--- config.mk ---
export PLATFORM = sky130hd
export DESIGN_NAME = iir_fold3_mac_flat
export DESIGN_NICKNAME = d
export VERILOG_FILES = /design/src/rtl/iir_fold3_pkg.sv /design/src/rtl/iir_fold3_mac_if.sv /design/src/rtl/fold3_phase_ctr.sv /design/src/rtl/iir_fold3_mac.sv /design/src/flat_wrapper.sv
export SDC_FILE = /design/constraint.sdc
export NUM_CORES = 1
export LEC_CHECK = 0
export BUFFER_PORTS_ARGS = -buffer_cell sky130_fd_sc_hd__buf_2
export CORE_AREA = 2 2 158 160
export CTS_BUF_LIST = sky130_fd_sc_hd__clkbuf_8
export DETAILED_ROUTE_END_ITERATION = 6
export DIE_AREA = 0 0 160 162
export PLACE_DENSITY = 0.72
export SYNTH_ARGS = -nofsm -noshare
export SYNTH_HDL_FRONTEND = slang
export SYNTH_SLANG_ARGS = --single-unit
export TNS_END_PERCENT = 10
--- constraint.sdc ---
create_clock -name clk -period 21.1 [get_ports clk]
set_clock_uncertainty 0.1 [all_clocks]
set_input_delay 2.11 -clock clk [delete_from_list [all_inputs] [get_ports clk]]
set_output_delay 2.11 -clock clk [all_outputs]
set_load 0.05 [all_outputs]
--- src/rtl/iir_fold3_pkg.sv ---
// Shared widths, phase encoding and output rounding/saturation
// for the 3-folded IIR multiply-accumulate stage.
package iir_fold3_pkg;

  localparam int DW   = 20;
  localparam int PW   = 40;
  localparam int ACCW = 42;

  localparam logic [1:0] PH0 = 2'd0;
  localparam logic [1:0] PH1 = 2'd1;
  localparam logic [1:0] PH2 = 2'd2;

  typedef enum logic {ST_IDLE, ST_RUN} fold_state_t;

  localparam logic signed [ACCW-1:0] SAT_MAX = 42'sd524287;
  localparam logic signed [ACCW-1:0] SAT_MIN = -42'sd524288;

  // Round half up at bit frac, then clamp into the DW-bit signed range.
  function automatic logic signed [DW-1:0] sat_round(input logic signed [ACCW-1:0] a,
                                                     input int frac);
    logic signed [ACCW-1:0] rnd;
    logic signed [ACCW-1:0] shf;
    rnd = a + (ACCW'(1) << (frac - 1));
    shf = rnd >>> frac;
    if (shf > SAT_MAX)
      shf = SAT_MAX;
    else if (shf < SAT_MIN)
      shf = SAT_MIN;
    return shf[DW-1:0];
  endfunction

endpackage

--- src/rtl/iir_fold3_mac_if.sv ---
// Sample/feedback/result bundle between the IIR datapath and the folded MAC.
interface iir_fold3_mac_if;
  import iir_fold3_pkg::*;

  logic signed [DW-1:0] x_in;
  logic                 x_valid;
  logic                 x_ready;
  logic signed [DW-1:0] fb_in;
  logic [1:0]           phase;
  logic signed [DW-1:0] y_out;
  logic                 y_valid;

  modport master (output x_in, x_valid, fb_in,
                  input  x_ready, phase, y_out, y_valid);

  modport slave  (input  x_in, x_valid, fb_in,
                  output x_ready, phase, y_out, y_valid);
endinterface

--- src/rtl/fold3_phase_ctr.sv ---
// Fold sequencer: IDLE/RUN state, phase counter and sample handshake.
//   state | meaning
//   IDLE  | no fold in flight, ready for a sample (phase 0)
//   RUN   | fold in flight, phase 1 then phase 2; phase 2 may accept the next sample
module fold3_phase_ctr
  import iir_fold3_pkg::*;
(
  input  logic       clk,
  input  logic       rst,
  input  logic       x_valid,
  output logic       x_ready,
  output logic       accept,
  output logic [1:0] phase
);

  fold_state_t state;

  assign x_ready = !rst && (state == ST_IDLE || phase == PH2);
  assign accept  = x_valid && x_ready;

  always_ff @(posedge clk) begin
    if (rst) begin
      state <= ST_IDLE;
      phase <= PH0;
    end else begin
      case (state)
        ST_IDLE: begin
          if (accept) begin
            state <= ST_RUN;
            phase <= PH1;
          end
        end
        ST_RUN: begin
          if (phase == PH1) begin
            phase <= PH2;
          end else if (accept) begin
            phase <= PH1;
          end else begin
            state <= ST_IDLE;
            phase <= PH0;
          end
        end
        default: begin
          state <= ST_IDLE;
          phase <= PH0;
        end
      endcase
    end
  end

endmodule

--- src/rtl/iir_fold3_mac.sv ---
// Folded MAC of the 3-folded IIR: C0*x, then C1*fb and C2*fb accumulated,
// rounded and saturated to one 20-bit result per fold.
module iir_fold3_mac
  import iir_fold3_pkg::*;
#(
  parameter logic signed [DW-1:0] C0   = 20'sd4096,
  parameter logic signed [DW-1:0] C1   = 20'sd2048,
  parameter logic signed [DW-1:0] C2   = -20'sd1024,
  parameter int                   FRAC = 12
) (
  input logic             clk,
  input logic             rst,
  iir_fold3_mac_if.slave  bus
);

  logic                   accept;
  logic                   ready;
  logic [1:0]             phase;
  logic signed [DW-1:0]   coef_fb;
  logic signed [PW-1:0]   prod_x;
  logic signed [PW-1:0]   prod_fb;
  logic signed [ACCW-1:0] acc;
  logic signed [ACCW-1:0] acc_fb;
  logic signed [DW-1:0]   y_q;
  logic                   y_valid_q;

  fold3_phase_ctr u_ctr (
    .clk     (clk),
    .rst     (rst),
    .x_valid (bus.x_valid),
    .x_ready (ready),
    .accept  (accept),
    .phase   (phase)
  );

  // The x product of a new fold coincides with the previous fold's phase-2
  // term on back-to-back samples, so it is kept apart from the shared fb multiplier.
  assign coef_fb = (phase == PH2) ? C2 : C1;
  assign prod_fb = PW'(coef_fb) * PW'(bus.fb_in);
  assign prod_x  = PW'(C0) * PW'(bus.x_in);
  assign acc_fb  = acc + ACCW'(prod_fb);

  always_ff @(posedge clk) begin
    if (rst) begin
      acc       <= '0;
      y_q       <= '0;
      y_valid_q <= 1'b0;
    end else begin
      y_valid_q <= 1'b0;
      if (phase == PH2) begin
        y_q       <= sat_round(acc_fb, FRAC);
        y_valid_q <= 1'b1;
      end
      if (accept)
        acc <= ACCW'(prod_x);
      else if (phase == PH1)
        acc <= acc_fb;
    end
  end

  assign bus.x_ready = ready;
  assign bus.phase   = phase;
  assign bus.y_out   = y_q;
  assign bus.y_valid = y_valid_q;

endmodule

--- src/flat_wrapper.sv ---
// flat-port wrapper written by rule: the top's interface ports become plain ports
module iir_fold3_mac_flat import iir_fold3_pkg::*;
#(
  parameter logic signed [DW-1:0] C0   = 20'sd4096,
  parameter logic signed [DW-1:0] C1   = 20'sd2048,
  parameter logic signed [DW-1:0] C2   = -20'sd1024,
  parameter int                   FRAC = 12
)
  (clk, rst, bus_x_in, bus_x_valid, bus_fb_in, bus_x_ready, bus_phase, bus_y_out, bus_y_valid);
  iir_fold3_mac_if bus_i ();
  input logic clk;
  input logic rst;
  input wire logic [$bits(bus_i.x_in)-1:0] bus_x_in;
  input wire logic [$bits(bus_i.x_valid)-1:0] bus_x_valid;
  input wire logic [$bits(bus_i.fb_in)-1:0] bus_fb_in;
  output wire logic [$bits(bus_i.x_ready)-1:0] bus_x_ready;
  output wire logic [$bits(bus_i.phase)-1:0] bus_phase;
  output wire logic [$bits(bus_i.y_out)-1:0] bus_y_out;
  output wire logic [$bits(bus_i.y_valid)-1:0] bus_y_valid;
  assign bus_i.x_in = bus_x_in;
  assign bus_i.x_valid = bus_x_valid;
  assign bus_i.fb_in = bus_fb_in;
  assign bus_x_ready = bus_i.x_ready;
  assign bus_phase = bus_i.phase;
  assign bus_y_out = bus_i.y_out;
  assign bus_y_valid = bus_i.y_valid;
  iir_fold3_mac #(.C0(C0), .C1(C1), .C2(C2), .FRAC(FRAC)) u_core (.clk(clk), .rst(rst), .bus(bus_i));
endmodule
# --- Word-level counts from Yosys, hierarchy flattened ---
# Cells that the tools add are included.
# Widths: inputs -> output; s select.
word_totals:
  inputBits: 43
  output_inout_bits: 24
  wordCells: 34
  register_bits: 66
classes:
  reduce_logical: 6
  n_eq_ne: 3
  multipliers: 1
  n_addsub: 2
  n_bitwise: 1
  magnitude_cmp: 2
  muxes: 13
ops:
  columns: ["op", "count"]
  rows:
  - ["$mux 42", 2]
  - ["$mux 20", 3]
  - ["$add 42x13->42 const B", 1]
  - ["$add 42x40->42", 1]
  - ["$mul 20x20->40", 1]
  - ["$gt 30x20->1 const B", 1]
  - ["$lt 30x20->1 const B", 1]
  - ["$mux 1", 4]
  - ["$mux 2", 2]
  - ["$pmux 2 s2", 1]
  - ["$eq 2x1->1 const B", 1]
  - ["$eq 2x2->1 const B", 1]
  - ["$logic_and 1x1->1", 2]
  - ["$ne 2x1->1 const B", 1]
  - ["$pmux 1 s2", 1]
  - ["$reduce_bool 2->1", 1]
  - ["$reduce_or 2->1", 1]
  - ["$logic_not 1->1", 1]
  - ["$logic_or 1x1->1", 1]
  - ["$not 1->1", 1]

# --- Depth between registers and ports, before layout ---
logic_depth:
  word_depth: 8
  mapped_depth: 34

# --- Modules after synthesis ---
# Synthesis repeated with hierarchy kept, for this count alone.
hier_totals:
  hier_cells: 1330
  area_unflattened_um2: 11663.7
modules_own_cells:
  columns: ["mod", "area_per_inst_um2", "cells_per_inst", "instances"]
  rows:
  - ["iir_fold3_mac", 11546.1, 1318, 1]
  - ["fold3_phase_ctr", 117.6, 12, 1]

# --- Worst setup path after synthesis ---
# No wires, ideal clock.
synth_path:
  path_kind: "input -> register"
  from: "input port bus_fb_in[3]"
  to: "register u_core.y_q[10], in the netlist u_core.bus.y_out[10]"
  t_arrival_ps: 11014
  cell_stages: 26
  path_slack_ps: 9846
  n_path_buf: 1
  cell_sequence: "inv_1 > nor2_1 > fa_1 > inv_1 > fa_1 > fa_1 > inv_1 > fa_1 > fa_1 > fa_1 > inv_1 > fa_1 > inv_1 > ha_1 > a21o_1 > a221o_2 > a311o_1 > o31ai_1 > xor2_1 > or4_1 > nor4_2 > nand4_1 > xnor2_2 > a31oi_2 > clkbuf_1 > o32ai_1"
synth_between:
  elab_chain_len: 6
  word_cells_on_any_way: 7
synth_rtl:
  columns: ["item", "line", "text"]
  rows:
  - ["from (decl)", "flat_wrapper.sv:15", "input wire logic [$bits(bus_i.fb_in)-1:0] bus_fb_in;"]
  - ["$mul 20x20->40 (*)", "iir_fold3_mac.sv:39", "assign prod_fb = PW'(coef_fb) * PW'(bus.fb_in);"]
  - ["$add 42x40->42 (*)", "iir_fold3_mac.sv:41", "assign acc_fb = acc + ACCW'(prod_fb);"]
  - ["$add 42x13->42 (*)", "iir_fold3_pkg.sv:23", "rnd = a + (ACCW'(1) << (frac - 1));"]
  - ["$lt 30x20->1", "iir_fold3_pkg.sv:27", "else if (shf < SAT_MIN)"]
  - ["$mux 20", "iir_fold3_pkg.sv:27", null]
  - ["$mux 20 (*)", "iir_fold3_pkg.sv:25", "if (shf > SAT_MAX)"]
  - ["to (signal assigned)", "iir_fold3_mac.sv:51", "y_q <= sat_round(acc_fb, FRAC);"]
  - ["to (decl)", "iir_fold3_mac.sv:24", "logic signed [DW-1:0] y_q;"]
# Mark *: on every way between the ends. The rest lies on a longest branch, timed or not.
# A chain may end at the register's enable or synchronous reset.

# --- Final worst setup path ---
layout_path:
  from: "input port bus_fb_in[3]"
  to: "register u_core.y_q[14], in the netlist u_core.bus.y_out[14]"
# The elaborated chain is that of the path after synthesis.

==> run_results.csv <==
group,metric,value,unit
timing,setup_viol,0,
placed_design,dpl.cell_count,1737,
global_routing,grt-busiest-layer,"met2",
synthesis,yosysUniqueCellTypes,71,
synthesis,avgSynthCellArea,8.67,µm²
global_routing,grt_pass1_wl,45000,µm
clock_network,tritoncts,"yes",
detailed_routing,drc,0,
timing,rsz0062_at_grt,"false",
clock_network,cts-root-buf,"clkbuf_8",
clock_network,clkSinkCount,56,
setup_path,crit_arrival,11.73,ns
timing,min_period_over_period,0.553,
finish,fin_area,12700,µm²
clock_network,cts.repair.resized,0,
hold_path,min_to,"u_core.bus.y_out[19]",
timing,hold_viol,0,
power_and_ir_drop,power_frac_seq,0.094,
timing,period_minus_slack,11.67,ns
timing,setup_tns,0,ns
clock_network,worstSkewPairLatency,0.31,ns
synthesis,ys_ff_latch,56,
setup_path,r2r_start,"u_core.u_ctr.phase[1]",
synthesis,yosysSeqAreaShare,0.0939,
setup_path,critPathKind,"in -> reg",
global_routing,grtUsageMet3,0.0169,
synthesis,synth.area.top_cells,"fa_1 (35%), ha_1 (13%), inv_1 (12%)",
finish,finalNonFillerCells,1744,
detailed_routing,ant_nets,0,
floorplanning,dieArea,25900,µm²
hold_path,hold_class,"reg -> reg",
detailed_routing,drtIter0Drc,531,
floorplanning,io_pins,67,
finish,syn2layout_area_growth,6.03,%
timing,drv_slew,0,
synthesis,yosys_most_used_dff,"dfxtp_1",
synthesis,yosysTopAreaCellShare,0.347,
setup_path,start_kind,"input port",
detailed_routing,drt-pass1-iter-count,5,
detailed_routing,viasPerCell,5.22,
power_and_ir_drop,power.density,115,nW/µm²
power_and_ir_drop,ir_drop,0.0639,mV
floorplanning,die_height,162,µm
power_and_ir_drop,p_leak,0.00673,µW
timing,fmax,85.7,MHz
timing,tightest_slew,1.14,ns
placed_design,place.gp.congestion,0.902,
status,outcome,"complete, no violations",
synthesis,syn_area,11900,µm²
detailed_routing,post_drt_wl_per_cell,15.1,µm
floorplanning,core,24100,µm²
global_routing,grtUsageTotal,0.213,
finish,finish.utilization,0.525,
global_routing,antenna_found_initial,1,
job,drv_cap,0,
setup_path,r2r_cells,27,
finish,register_area,1120,µm²
synthesis,syn_inst,1377,
synthesis,synthArstFlopShare,0,
power_and_ir_drop,combPwrFrac,0.865,
detailed_routing,routed_wl,26300,µm
synthesis,synth_edf_count,0,
floorplanning,std_cell_rows,57,
clock_network,clockBufferDepth,2,
synthesis,yosys_warnings,0,
power_and_ir_drop,netSwitchingPower,838,µW
floorplanning,start_util,0.495,
global_routing,gr-usage-met2,0.384,
finish,fillCellCount,2316,
global_routing,use_met1,0.276,
power_and_ir_drop,switching_share,0.577,
finish,drive_above_1_share,0.0732,
clock_network,clk_pin_slew,0.10,ns
global_routing,grt_pass1_vias,9416,
placed_design,placed_cell_area,12600,µm²
global_routing,grt_start_max_net_pins,49,
clock_network,numCtsBuffers,5,
detailed_routing,vias,9112,
finish,nNetsFinal,1790,
placed_design,dp_hpwl,22300,µm
floorplanning,die_w,160,µm
hold_path,holdCritStartpoint,"u_core.bus.y_out[19]",
finish,n_antenna_cell,0,
setup_path,critPathCaptureType,"register",
hold_path,holdPathStages,2,
setup_path,r2r_slack,10.45,ns
power_and_ir_drop,intPower,614,µW
power_and_ir_drop,power.share.clock,0.041,
setup_path,reg2reg_to,"u_core.bus.y_out[14]",
synthesis,synth_top_area_cell,"fa_1",
clock_network,cts_max_level,2,
synthesis,synth_nets,1747,
clock_network,cts_setup_buffers,0,
timing,relSlewSlack,0.238,
finish,multi_input_area,9240,µm²
clock_network,holdBufCountCts,0,
setup_path,crit_path_max_fanout,21,
setup_path,required,21.16,ns
placed_design,port_buffers,66,
global_routing,grt.overflow.total,0,
-- how the worst max path moves through the flow --
| stage | start | endpoint | cells past startpoint |
|---|---|---|---|
| after floorplan | bus_fb_in[3] | u_core.bus.y_out[10] | 26 |
| after global placement | bus_fb_in[4] | u_core.bus.y_out[3] | 26 |
| after detailed placement | bus_fb_in[3] | u_core.bus.y_out[14] | 26 |
| after CTS | bus_fb_in[3] | u_core.bus.y_out[14] | 26 |
| after global routing | bus_fb_in[4] | u_core.bus.y_out[1] | 28 |
| final | bus_fb_in[3] | u_core.bus.y_out[14] | 26 |
-- metrics by stage --
step	setup WS [ns]	hold WS, ns	power [µW]
floorplan	9.85	0.355	1110
global placement	9.32	0.347	1370
detailed placement	9.07	0.344	1390
CTS	9.41	0.358	1460
global route	8.92	0.384	1620
finish	9.43	0.361	1450
-- placed cells by master (no fill, tap or decap), types with 19 or more instances in the layout --
cell type    n
a21oi_1     55
buf_2       66
dfxtp_1     56
fa_1       206
ha_1       120
inv_1      384
nand2_1     97
nand3_1     19
nor2_1      54
o21ai_0     31
xnor2_1     40
-- logic make-up after synthesis --
kind of cell,Yosys count,share of synthesized area
buffers and inverters,420,0.133
adders and majority gates,327,0.473
and+or+nand+nor,290,0.122
AOI/OAI and AO/OA,222,0.131
xor gates and xnor gates,56,0.0417
DFF,56,0.0939
muxes,6,0.00524
-- power groups by stage --
stage	Combinational (µW)	Sequential [µW]	Clock, µW
4_1_cts	1260	137	59.7
3_5_place_dp	1250	139	0
6_report	1260	137	58.8
2_1_floorplan	957	154	0
5_1_grt	1420	138	63.2
3_3_place_gp	1230	139	0
-- synth_stat cells (4+ instances only) --
cell type,instances
nand3_1,19
o31ai_1,4
nand4_1,9
nand2_1,97
clkbuf_1,31
or2_2,7
a21o_1,13
ha_1,120
a21oi_1,55
and4_1,6
o211a_1,4
nor2_1,54
inv_1,384
nor3_1,16
o32ai_1,15
nor2b_1,9
mux2i_1,4
xnor2_1,40
a31oi_1,9
nor4_1,7
dfxtp_1,56
o22ai_1,5
o21a_1,9
o211ai_1,14
and2_1,15
fa_1,207
nand2b_1,18
o21bai_1,18
xor2_1,15
a211oi_1,5
o21ai_0,31
and3_1,14
a311oi_1,11
or3_1,4
-- per-layer routing --
metal	up-vias	part of all wire
li1	4427	-
met1	4465	0.43
met2	178	0.50
met3	40	0.034
met4	2	0.028
met5	-	0.00046
-- cell type report --
cell class | count | share of cell area
multi-input cells | 901 | 0.730
clock inverters | 2 | 0.000692
flip-flops and latches | 56 | 0.0886
inverters | 384 | 0.114
repair buffers | 72 | 0.0297
well taps | 324 | 0.0320
clock buffers | 5 | 0.00544
-- sequential cells by signal, indices dropped and copies added, names as in the netlist --
signal              cells
u_core.bus.y_valid      1
u_core.bus.y_out       20
u_core.u_ctr.state      1
u_core.acc             32
u_core.u_ctr.phase      2
-- worst max-delay path: stages --
cell and delay, ns:
buf_2 0.10, inv_1 0.10, nor2_1 0.11, fa_1 0.73, inv_1 0.11, fa_2 1.15
fa_1 0.53, inv_1 0.09, fa_1 0.43, fa_1 0.49, fa_1 0.55, inv_1 0.06
fa_1 0.53, inv_1 0.04, ha_1 0.37, a21o_1 0.23, a221o_2 0.44, a311o_1 0.40
o31ai_1 0.32, xor2_1 0.18, or4_1 0.59, nor4_2 0.42, and4_1 0.25, o211ai_1 0.14
a2111oi_4 1.00, o32ai_1 0.21
(Power assumes the default switching activity.)
